### config.mk
export PLATFORM = sky130hd
export DESIGN_NAME = seven_segment_scan_decoder
export DESIGN_NICKNAME = d
export VERILOG_FILES = /design/src/rtl/seven_segment_scan_decoder.sv
export SDC_FILE = /design/constraint.sdc
export NUM_CORES = 1
export LEC_CHECK = 0
export BUFFER_PORTS_ARGS = -buffer_cell sky130_fd_sc_hd__buf_4
export CAP_MARGIN = 20
export CORE_MARGIN = 3
export CORE_UTILIZATION = 45
export CTS_BUF_LIST = sky130_fd_sc_hd__clkbuf_4 sky130_fd_sc_hd__clkbuf_8 sky130_fd_sc_hd__clkbuf_16
export CTS_CLUSTER_SIZE = 25
export DETAILED_ROUTE_END_ITERATION = 12
export PLACE_DENSITY = 0.69
export SETUP_SLACK_MARGIN = 0.2
export SYNTH_ARGS = -nofsm -noshare
export SYNTH_HDL_FRONTEND = slang
export SYNTH_SLANG_ARGS = --single-unit
### constraint.sdc
create_clock -name clock_100Mhz -period 5.5 [get_ports clock_100Mhz]
set_input_delay 0 -clock clock_100Mhz [delete_from_list [all_inputs] [get_ports clock_100Mhz]]
set_output_delay 0 -clock clock_100Mhz [all_outputs]
set_load 0.005 [all_outputs]
### src/rtl/seven_segment_scan_decoder.sv
// Recovers the 4-digit number shown on a scanned, multiplexed 7-segment display.
// Optional macro SEG_BLANK_DIGIT_EN: an all-off digit decodes as 0 without flagging an error.
module seven_segment_scan_decoder #(
    parameter int STABLE_CYCLES = 1024
) (
    input  logic        clock_100Mhz,
    input  logic        reset,
    input  logic [3:0]  Anode_Activate,
    input  logic [6:0]  LED_out,
    output logic [15:0] number_out,
    output logic [15:0] digits_bcd,
    output logic        number_valid,
    output logic        decode_error,
    output logic [1:0]  dbg_state
);

    // number_valid is a one-cycle strobe with no back-pressure: the consumer must
    // take number_out/digits_bcd/decode_error while it is high (they also hold after).

    typedef enum logic [1:0] {
        ST_IDLE    = 2'd0,
        ST_COLLECT = 2'd1,
        ST_CONVERT = 2'd2,
        ST_DONE    = 2'd3
    } state_t;

    localparam logic [15:0] STABLE_MAX = 16'(STABLE_CYCLES);
    localparam logic [15:0] SAMPLE_AT  = 16'(STABLE_CYCLES - 2);

    // Returns {error, digit[3:0]}.
    function automatic logic [4:0] decode_seg(input logic [6:0] seg);
        logic [4:0] r;
        r = 5'b1_0000;
        case (seg)
            7'b0000001: r = 5'd0;
            7'b1001111: r = 5'd1;
            7'b0010010: r = 5'd2;
            7'b0000110: r = 5'd3;
            7'b1001100: r = 5'd4;
            7'b0100100: r = 5'd5;
            7'b0100000: r = 5'd6;
            7'b0001111: r = 5'd7;
            7'b0000000: r = 5'd8;
            7'b0000100: r = 5'd9;
`ifdef SEG_BLANK_DIGIT_EN
            7'b1111111: r = 5'd0;
`endif
            default:    r = 5'b1_0000;
        endcase
        return r;
    endfunction

    // Returns {legal, index[1:0]}; index 0 is the thousands digit.
    function automatic logic [2:0] anode_index(input logic [3:0] an);
        logic [2:0] r;
        case (an)
            4'b0111: r = 3'b100;
            4'b1011: r = 3'b101;
            4'b1101: r = 3'b110;
            4'b1110: r = 3'b111;
            default: r = 3'b000;
        endcase
        return r;
    endfunction

    logic [3:0]       anode_q, anode_d, anode_prev_q, anode_prev_d;
    logic [6:0]       led_q, led_d, led_prev_q, led_prev_d;
    logic [15:0]      stab_cnt_q, stab_cnt_d;
    state_t           state_q, state_d;
    logic [1:0]       expect_q, expect_d;
    logic [3:0][3:0]  digits_q, digits_d;
    logic             frame_err_q, frame_err_d;
    logic [1:0]       conv_idx_q, conv_idx_d;
    logic [13:0]      acc_q, acc_d;
    logic [15:0]      number_q, number_d;
    logic [15:0]      bcd_q, bcd_d;
    logic             dec_err_q, dec_err_d;

    logic             inputs_stable;
    logic             anode_legal;
    logic [1:0]       sample_idx;
    logic             seg_err;
    logic [3:0]       seg_digit;
    logic             sample_fire;
    logic [13:0]      acc_next;

    // Input capture and stability tracking
    always_comb begin
        anode_d      = Anode_Activate;
        led_d        = LED_out;
        anode_prev_d = anode_q;
        led_prev_d   = led_q;

        inputs_stable = (anode_q == anode_prev_q) && (led_q == led_prev_q);
        if (!inputs_stable) begin
            stab_cnt_d = 16'd0;
        end else if (stab_cnt_q == STABLE_MAX) begin
            stab_cnt_d = stab_cnt_q;
        end else begin
            stab_cnt_d = stab_cnt_q + 16'd1;
        end

        {anode_legal, sample_idx} = anode_index(anode_q);
        {seg_err, seg_digit}      = decode_seg(led_q);

        // Fires in the one cycle of each dwell where the counter steps to STABLE_CYCLES-1.
        sample_fire = inputs_stable && (stab_cnt_q == SAMPLE_AT) && anode_legal;
    end

    // Frame assembly and conversion FSM
    always_comb begin
        state_d     = state_q;
        expect_d    = expect_q;
        digits_d    = digits_q;
        frame_err_d = frame_err_q;
        conv_idx_d  = conv_idx_q;
        acc_d       = acc_q;
        number_d    = number_q;
        bcd_d       = bcd_q;
        dec_err_d   = dec_err_q;
        acc_next    = acc_q * 14'd10 + {10'd0, digits_q[conv_idx_q]};

        case (state_q)
            ST_IDLE: begin
                if (sample_fire && (sample_idx == 2'd0)) begin
                    digits_d[0] = seg_digit;
                    frame_err_d = seg_err;
                    expect_d    = 2'd1;
                    state_d     = ST_COLLECT;
                end
            end
            ST_COLLECT: begin
                if (sample_fire) begin
                    if (sample_idx == expect_q) begin
                        digits_d[sample_idx] = seg_digit;
                        frame_err_d          = frame_err_q | seg_err;
                        expect_d             = expect_q + 2'd1;
                        if (sample_idx == 2'd3) begin
                            state_d    = ST_CONVERT;
                            conv_idx_d = 2'd0;
                            acc_d      = 14'd0;
                        end
                    end else if (sample_idx == 2'd0) begin
                        // A fresh thousands digit restarts the frame rather than dropping it.
                        digits_d[0] = seg_digit;
                        frame_err_d = seg_err;
                        expect_d    = 2'd1;
                    end else begin
                        state_d = ST_IDLE;
                    end
                end
            end
            ST_CONVERT: begin
                acc_d      = acc_next;
                conv_idx_d = conv_idx_q + 2'd1;
                if (conv_idx_q == 2'd3) begin
                    state_d   = ST_DONE;
                    number_d  = {2'b00, acc_next};
                    bcd_d     = {digits_q[0], digits_q[1], digits_q[2], digits_q[3]};
                    dec_err_d = frame_err_q;
                end
            end
            ST_DONE: begin
                state_d = ST_IDLE;
            end
            default: begin
                state_d = ST_IDLE;
            end
        endcase
    end

    always_ff @(posedge clock_100Mhz) begin
        if (reset) begin
            anode_q      <= 4'b1111;
            led_q        <= 7'b1111111;
            anode_prev_q <= 4'b1111;
            led_prev_q   <= 7'b1111111;
            stab_cnt_q   <= 16'd0;
            state_q      <= ST_IDLE;
            expect_q     <= 2'd0;
            digits_q     <= '0;
            frame_err_q  <= 1'b0;
            conv_idx_q   <= 2'd0;
            acc_q        <= 14'd0;
            number_q     <= 16'd0;
            bcd_q        <= 16'd0;
            dec_err_q    <= 1'b0;
        end else begin
            anode_q      <= anode_d;
            led_q        <= led_d;
            anode_prev_q <= anode_prev_d;
            led_prev_q   <= led_prev_d;
            stab_cnt_q   <= stab_cnt_d;
            state_q      <= state_d;
            expect_q     <= expect_d;
            digits_q     <= digits_d;
            frame_err_q  <= frame_err_d;
            conv_idx_q   <= conv_idx_d;
            acc_q        <= acc_d;
            number_q     <= number_d;
            bcd_q        <= bcd_d;
            dec_err_q    <= dec_err_d;
        end
    end

    assign number_out   = number_q;
    assign digits_bcd   = bcd_q;
    assign decode_error = dec_err_q;
    assign number_valid = (state_q == ST_DONE);
    assign dbg_state    = state_q;

endmodule

* Word-level counts from Yosys, hierarchy flattened *
Index checks and enable logic that the tools add are counted.

storage, ports and cells
  register bits = 106
  output and inout port bits = 36
  word-level logic and storage cells = 110

operators by class
  $add $sub $neg = 4
  $mul = 1
  magnitude comparators = 3
  equal/unequal tests = 31
  muxes and demuxes = 36
  bitwise gates (word level) = 2
  reduce and logical (&&, ||, !) cells = 16

operators with widths
  kind                     count
  $pmux W5 S10             1
  $mux W14                 3
  $pmux W14 S2             1
  $mux W2                  12
  $mux W4                  6
  $add A16 B1 Y16 const B  1
  $bwmux W16               1
  $eq A16 B10 Y1 const B   1
  $eq A16 B11 Y1 const B   1
  $add A14 B4 Y14          1
  $eq A7 B3 Y1 const B     2
  $eq A7 B6 Y1 const B     2
  $eq A7 B7 Y1 const B     2
  $mul A14 B3 Y13 const B  1
  $eq A4 B4 Y1 const B     3
  $pmux W3 S4              1
  $ne A2 B2 Y1 const B     5
  $ne A3 B3 Y1 const B     3
  $bmux W4 S2              1
  $demux W4 S2             1
  $eq A2 B2 Y1 const B     4
  $pmux W2 S2              2
  $pmux W2 S4              1
  $pmux W4 S2              1
  24 further kinds         36

* Longest topological paths before layout *
Gate-level depths: netlist (run 1).

  depth after elaboration = 10
  mapped depth = 12

* Worst setup path after synthesis (run 1) *
OpenSTA, ideal clock, no wires.

  kind = register -> register
  start = reg stab_cnt_q[11]
  end = reg acc_q[7]
  library setup time = 117 ps
  data arrival time = 2722 ps
  required time = 5383 ps
  slack = 2661 ps
  stages on the path, launching flop included = 9
  cells stage by stage = dfxtp_1 or4_1 or4_1 or3_4 a211oi_4 nand4_4 nor3b_4 buf_6 a22o_1

between the ends
  cells in the longest elaborated chain, start to end = 5

RTL lines
  what                               RTL line  source
  from (decl)                        68        logic [15:0] stab_cnt_q, stab_cnt_d;
  from (signal assigned)             193       stab_cnt_q <= stab_cnt_d;
  $eq A16 B10 Y1                     107       sample_fire = inputs_stable && (stab_cnt_q == SAMPLE_AT) && anode_legal;
  $logic_and A1 B1 Y1 (2 in series)  107
  $ne A2 B2 Y1 (no line)             --
  $reduce_and A4 Y1 (no line)        --
  to (signal assigned)               184       acc_q <= 14'd0;
  to (signal assigned)               199       acc_q <= acc_d;
  to (decl)                          74        logic [13:0] acc_q, acc_d;

No other way between the ends.
A chain may end at the register's enable or synchronous reset.

* Worst setup path after layout (run 1) *
  start = reg stab_cnt_q[11]
  end = reg acc_q[3]

Same word-level chain as after synthesis.

==> metrics.md, run 1 <==
| Metric | Value |
|---|---|
| Outcome | completed |
| Slew @ Worst Pin | 938.2 ps |
| Sequential fraction of design power | 53.5% |
| Core ar. | 10940 µm² |
| Worst setup SP type | flip-flop |
| WP data required | 5740 ps |
| Number of global-route vias before repair | 3846 |
| # DRC | 0 |
| Setup-failing EPs final | 0 |
| RSZ-0062 raised after global routing | no |
| Synth Cell Area | 5100 µm² |
| Net count, final | 649 |
| GPL Wtd Cong | 0.8516 |
| I/O Buffers | 46 |
| Maxcap violations | 0 |
| Global route total overflow | 0 |
| Clock Sinks | 105 |
| WL/cell | 14.22 µm |
| Most frequent cells in the layout | 105 x dfxtp_1, 70 x nand2_1, 62 x nor2_1 |
| Register area | 2102 µm² |
| First-pass GRT wire length | 17.96 mm |
| Pins over their slew limit | 0 |
| Slew HR | 37.30% |
| PwrDens | 247.3 nW/µm² |
| PnR worst setup slack | 2441 ps |
| Critical path type | reg2reg |
| Global Route Usage Sum | 17.17% |
| Net Sw Power | 0.3151 mW |
| Seq cells post-synth | 105 |
| Internal power | 1.145 mW |
| Post-synth top area share | 41.22% |
| Comb pwr share | 3.6% |
| Initial antenna violation count | 0 |
| Total CTS buffers | 9 |
| Synth unique cells | 57 |
| Die span in x | 112.5 µm |
| Critical path capture point type | flip-flop |
| Diodes inserted | 0 |
| Post-DP HPWL | 7.724 mm |
| Post-DRT Antenna Nets | 0 |
| DR pass1 iterations | 5 |
| Worst Path Max Fanout | 15 |
| Top Ports | 49 |
| Initial DRC Count | 208 |
| DR vias/cell | 5.347 |
| Hold Path Class | in2reg |
| Layout area overhead | 15.78% |
| CP arrival | 3300 ps |
| Largest net degree at the start of global routing | 82 |
| Reg clk slew, reported paths | 70 ps |
| Synth Instances | 568 |
| Ranking of synthesized cells by area | dfxtp_1 41%, ha_1 6.4%, nand2_1 5.2%, xor2_1 5.2%, nor2_1 4.6% |
| Biggest area consumer among synthesized cells | dfxtp_1 |
| Minimum clock period | 3059 ps |
| Die area | 12650 µm² |
| Vias after detailed routing | 4026 |
| Async SR Flop Fraction | 0% |
| Final hold violation count | 0 |
| Top FF cell, synth | dfxtp_1 |
| Mean Syn Cell Area | 8.979 µm² |
| Setup slack at placement | 2482 ps |
| Clock share of power | 43.0% |
| Clock latency on the worst-skew pair | 350 ps |
| Root buffer cell | clkbuf_16 |
| Worst clock skew | 9.370 ps |
| Total chip power | 1.460 mW |
| Multi-input logic area | 2829 µm² |
| Sequential share of the synthesized area | 41.22% |
| Cts repair resizes | 0 |
| EDFF count, synth | 0 |
| Longest Clk Path Bufs | 2 |
| Most common cell after layout, fill and taps aside | dfxtp_1 |
| F_max | 326.9 MHz |
| Starting Density | 46.64% |
| Row Count | 38 |
| H-tree depth | 3 |
| Chip height | 112.5 µm |
| Layout cells sized above 1 | 16.97% |
| CTS tree | done |
| Sum Neg Setup Slack | 0 ps |
| Static leakage | 2.368 nW |
| Fin crit share | 55.62% |
| Sw frac | 21.58% |
| Post-CTS Setup Inserts | 0 |
| Ys Warns | 0 |
| IR Drop Worst-Case VDD | 273.6 µV |
| Fill count | 1006 |
| Cts hold-fix bufs | 11 |
| Total Wirelength | 10.71 mm |
## metal layers
metal	wire, µm	share of wire (%)	vias up	GRT usage (%)
met5	0	0	-	0
met4	114	1.1	0	4.487
met3	513	4.8	10	4.420
met2	5132	48	82	28.76
met1	4947	46	1891	22.12
li1	-	-	2043	-
## final timing paths
check                                endpoint  cells past startpoint  slack (ps)      startpoint
worst max-delay path                 acc_q[3]                      7        2440  stab_cnt_q[11]
worst min register to register  digits_bcd[9]                      2         460   digits_bcd[9]
worst min-delay path              digits_q[3]                      2         220           reset
worst max register to register       acc_q[3]                      7        2440  stab_cnt_q[11]
## stage by stage
step | cells | hold slack, ps | area [µm²] | util (%)
finish | 753 | 219.9 | 5904 | 53.99
detailed placement | 726 | 186.9 | 5497 | 50.26
floorplan | 569 | 103.8 | 5104 | -
CTS | 753 | 207.7 | 5904 | 53.99
global route | 753 | 226.1 | 5904 | 53.99
global placement | 726 | 185.6 | 5497 | 50.26
## critical path, stage by stage (launching register included)
cell and delay, ps:
dfxtp_1 360, or4_1 570, or4_1 540, or3_4 370
a211oi_4 310, nand4_4 210, nor3b_4 290, a22o_2 310
## state kept, by name, summed over array words and instances, names as in the netlist, 2 cells and up, named ones only
register	cells
digits_q	16
anode_prev_q	4
led_prev_d	7
acc_q	13
stab_cnt_q	16
anode_prev_d	4
digits_bcd	16
number_out	14
conv_idx_q	2
led_prev_q	7
expect_q	2
## cell families (layout without fill, tap and decap cells)
group,Yosys count,after routing,synth area share (%)
simple gates,229,229,22.18
flops,105,105,41.22
compound gates,97,97,12.73
xor+xnor,47,47,8.072
buf+inv,40,84,3.386
fa+ha+maj,28,28,7.164
mux,21,21,5.177
other cells,1,2,0.07353
## synth_stat cells, drive strengths merged (11+ instances only)
| cell | number |
|---|---|
| clkbuf | 23 |
| a22o | 11 |
| ha | 26 |
| xnor2 | 17 |
| dfxtp | 105 |
| nand3 | 14 |
| a21oi | 39 |
| xor2 | 30 |
| nand2 | 70 |
| nor2 | 62 |
| or2 | 24 |
| mux2i | 14 |
| nor3 | 12 |
## power groups by stage
| stage | Clock [mW] | Combinational, mW | Sequential, mW |
|---|---|---|---|
| global route | 0.670 | 0.0574 | 0.782 |
| detailed placement | 0 | 0.0458 | 0.798 |
| floorplan | 0 | 0.0432 | 0.790 |
| finish | 0.627 | 0.0519 | 0.781 |
| global placement | 0 | 0.0447 | 0.797 |
| CTS | 0.640 | 0.0519 | 0.781 |
## layout make-up
class / instances / area share, %
multi-input combinational: 424 / 47.91
clock buffer: 13 / 4.641
clock inverter: 3 / 0.4026
sequential: 105 / 35.60
timing repair buffer: 58 / 7.841
inverter: 10 / 0.6357
tap: 140 / 2.967
Power figures use the tool's default switching activity.
==> run 2, diff against run 1 <==
--- a/config.mk
+++ b/config.mk
@@ -12,7 +12,7 @@
 export CTS_BUF_LIST = sky130_fd_sc_hd__clkbuf_4 sky130_fd_sc_hd__clkbuf_8 sky130_fd_sc_hd__clkbuf_16
 export CTS_CLUSTER_SIZE = 25
 export DETAILED_ROUTE_END_ITERATION = 12
-export PLACE_DENSITY = 0.69
+export PLACE_DENSITY = 0.72
 export SETUP_SLACK_MARGIN = 0.2
 export SYNTH_ARGS = -nofsm -noshare
 export SYNTH_HDL_FRONTEND = slang
==> constraint.sdc (replaced) <==
create_clock -name clock_100Mhz -period 2.65 [get_ports clock_100Mhz]
set_input_delay 0 -clock clock_100Mhz [delete_from_list [all_inputs] [get_ports clock_100Mhz]]
set_output_delay 0 -clock clock_100Mhz [all_outputs]
set_load 0.005 [all_outputs]
==> run 2 against run 1 <==
  * Clock power increased by 130%
  * Cell count increased by 4.2%
  * Sequential share of layout area decreased by 3.0 points
  * Critical endpoint is now acc_q[1]
  * Count of clock-buffer cells in the layout decreased by 3
  * Routed wire length increased by 9.2%
  * Largest cell class unchanged
  * Critical path type unchanged
==> metrics.md, run 2 (synthesis gave the netlist of run 1 again) <==
| Metric | Value |
|---|---|
| Delay of the slowest cell on the worst path | 530 ps (-40 ps) |
| Post-DRT Antenna Nets | 0 (unchanged) |
| H-tree depth | 3 (unchanged) |
| Fin crit share | 99.59% (+44 points) |
| F_max | 378.9 MHz (+16%) |
| Outcome | completed |
| Clock Sinks | 105 (unchanged) |
| Critical Path Slowest Stage Cell | or4_4 |
| Setup-failing EPs final | 0 (unchanged) |
| Minimum clock period | 2639 ps (-419.7 ps) |
| Layout area overhead | 27.09% |
| Reg-to-reg slack, setup | 10 ps (-2430 ps) |
| RSZ-0062 raised after global routing | yes |
| Layout cells sized above 1 | 28.53% (+12 points) |
| WP data required | 2890 ps (-2850 ps) |
| Largest net degree at the start of global routing | 83 (+1.2%) |
| Global Route Usage Sum | 18.50% (+1.3 points) |
| DR pass1 iterations | 4 (-1) |
| Vias after detailed routing | 4220 (+4.8%) |
| Top Ports | 49 (unchanged) |
| GPL Wtd Cong | 0.8812 (+3.5%) |
| Worst clock skew | 5.249 ps (-4.121 ps) |
| Final hold violation count | 0 (unchanged) |
| Core ar. | 10940 µm² (unchanged) |
| Worst path cell trace | or4_4 > or4_4 > or3_4 > a211oi_4 > nand4_4 > nor3b_4 > a22o_2 |
| Slew HR | 46.26% (+9.0 points) |
| Most frequent cells in the layout | 99 x dfxtp_1, 77 x buf_4, 67 x nand2_1 |
| Longest Clk Path Bufs | 2 (unchanged) |
| Global route total overflow | 0 (unchanged) |
| Initial antenna violation count | 0 (unchanged) |
| Most common cell after layout, fill and taps aside | dfxtp_1 |
| First-pass GRT wire length | 19.11 mm (+6.4%) |
| Number of global-route vias before repair | 4056 (+5.5%) |
| Static leakage | 2.613 nW (+10%) |
| Worst setup SP type | flip-flop |
| IR Drop Worst-Case VDD | 453.5 µV (+66%) |
| Die area | 12650 µm² (unchanged) |
| Initial DRC Count | 200 (-3.8%) |
| Starting Density | 46.64% (unchanged) |
| Net count, final | 681 (+4.9%) |
| Root buffer cell | clkbuf_16 |
| CTS tree | done |
| Hold Path Class | in2reg |
| WL/cell | 14.89 µm (+4.7%) |
| Clock latency on the worst-skew pair | 350 ps (about the same) |
| Slew @ Worst Pin | 806.1 ps (-132.1 ps) |
| DR vias/cell | 5.376 (+0.55%) |
| Row Count | 38 (unchanged) |
| Maxcap violations | 0 (unchanged) |
| Die span in x | 112.5 µm (unchanged) |
| Post-DP HPWL | 8.074 mm (+4.5%) |
| Total Wirelength | 11.69 mm (+9.2%) |
| Chip height | 112.5 µm (unchanged) |
| Total CTS buffers | 9 (unchanged) |
| I/O Buffers | 46 (unchanged) |
| Final Util | 59.27% (+5.3 points) |
| Critical path type | reg2reg |
| PwrDens | 491.9 nW/µm² (+99%) |
| Pins over their slew limit | 0 (unchanged) |
| # DRC | 0 (unchanged) |
| Critical path capture point type | flip-flop |
| Critical path's most frequent cell | or4_4 |
| CP arrival | 2880 ps (-420 ps) |
| Worst Path Max Fanout | 8 (-7) |
| Hold Worst Slack | 216.7 ps (-3.121 ps) |
| Diodes inserted | 0 (unchanged) |
| Reg clk slew, reported paths | 70 ps (about the same) |
## run 2: cell count changes in the layout (fill, tap and decap cells not counted), sizes merged
cell and delta:
clkinv +1, inv +1, buf +31, clkinvlp -1, clkbuf -3, nor3b +1
bufinv +2
## run 2: stage by stage
step,cells,TNS [ps],area (µm²),power [mW],worst slack [ps]
finish,785,0,6481,3.188,10.79
global route,785,-843.5,6481,3.300,-83.27
CTS,784,0,6369,3.221,25.78
detailed placement,754,-221.1,5771,1.758,-45.79
global placement,754,-2.484,5771,1.753,-2.484
floorplan,569,-666.6,5187,1.728,-103.6
## run 2: worst max-delay path, delay by kind of cell (launching register included)
family | cells | cell delay [ps]
flops | 1 | 330
compound gates | 2 | 560
simple gates | 5 | 1660
## run 2: what timing repair did
action | in CTS | in global routing
pin swaps | 20 | 14
gates resized for setup | 24 | 21
setup endpoints to repair | 34 | 43
cloned | 1 | 0
buffers inserted | 2 | 1
endpoints found under the hold margin | 11 | 0
hold buffers | 11 | 0
## run 2: report_power, final
group,internal (mW),switching (mW),total (mW),leakage [nW]
clock,0.857,0.597,1.45,0.159
combinational,0.0626,0.0644,0.127,1.60
sequential,1.59,0.0173,1.61,0.854
## run 2: per-layer routing
| metal | part of all wire, % | up-vias | global-route usage (%) | wire length (µm) |
|---|---|---|---|---|
| met5 | 0 | - | 0 | 0 |
| met4 | 1.9 | 0 | 5.208 | 223 |
| met3 | 2.9 | 22 | 5.067 | 344 |
| met2 | 51 | 70 | 31.51 | 6018 |
| met1 | 44 | 2024 | 23.04 | 5102 |
| li1 | - | 2104 | - | - |
## run 2: path summary, 6_finish.rpt
kind,end,cells past startpoint,from
worst min-delay path,digits_q[1],2,reset
worst max-delay path,acc_q[1],7,stab_cnt_q[14]
worst min register to register,number_out[6],2,number_out[6]
worst max register to register,acc_q[1],7,stab_cnt_q[14]
## run 2: final cells by class
cell class	count	area, µm²
fill	952	4454
inverter	10	37.54
timing repair buffer	89	699.4
clock inverter	6	90.09
clock buffer	10	239.0
sequential	105	2115
multi-input combinational	425	3126
tap	140	175.2
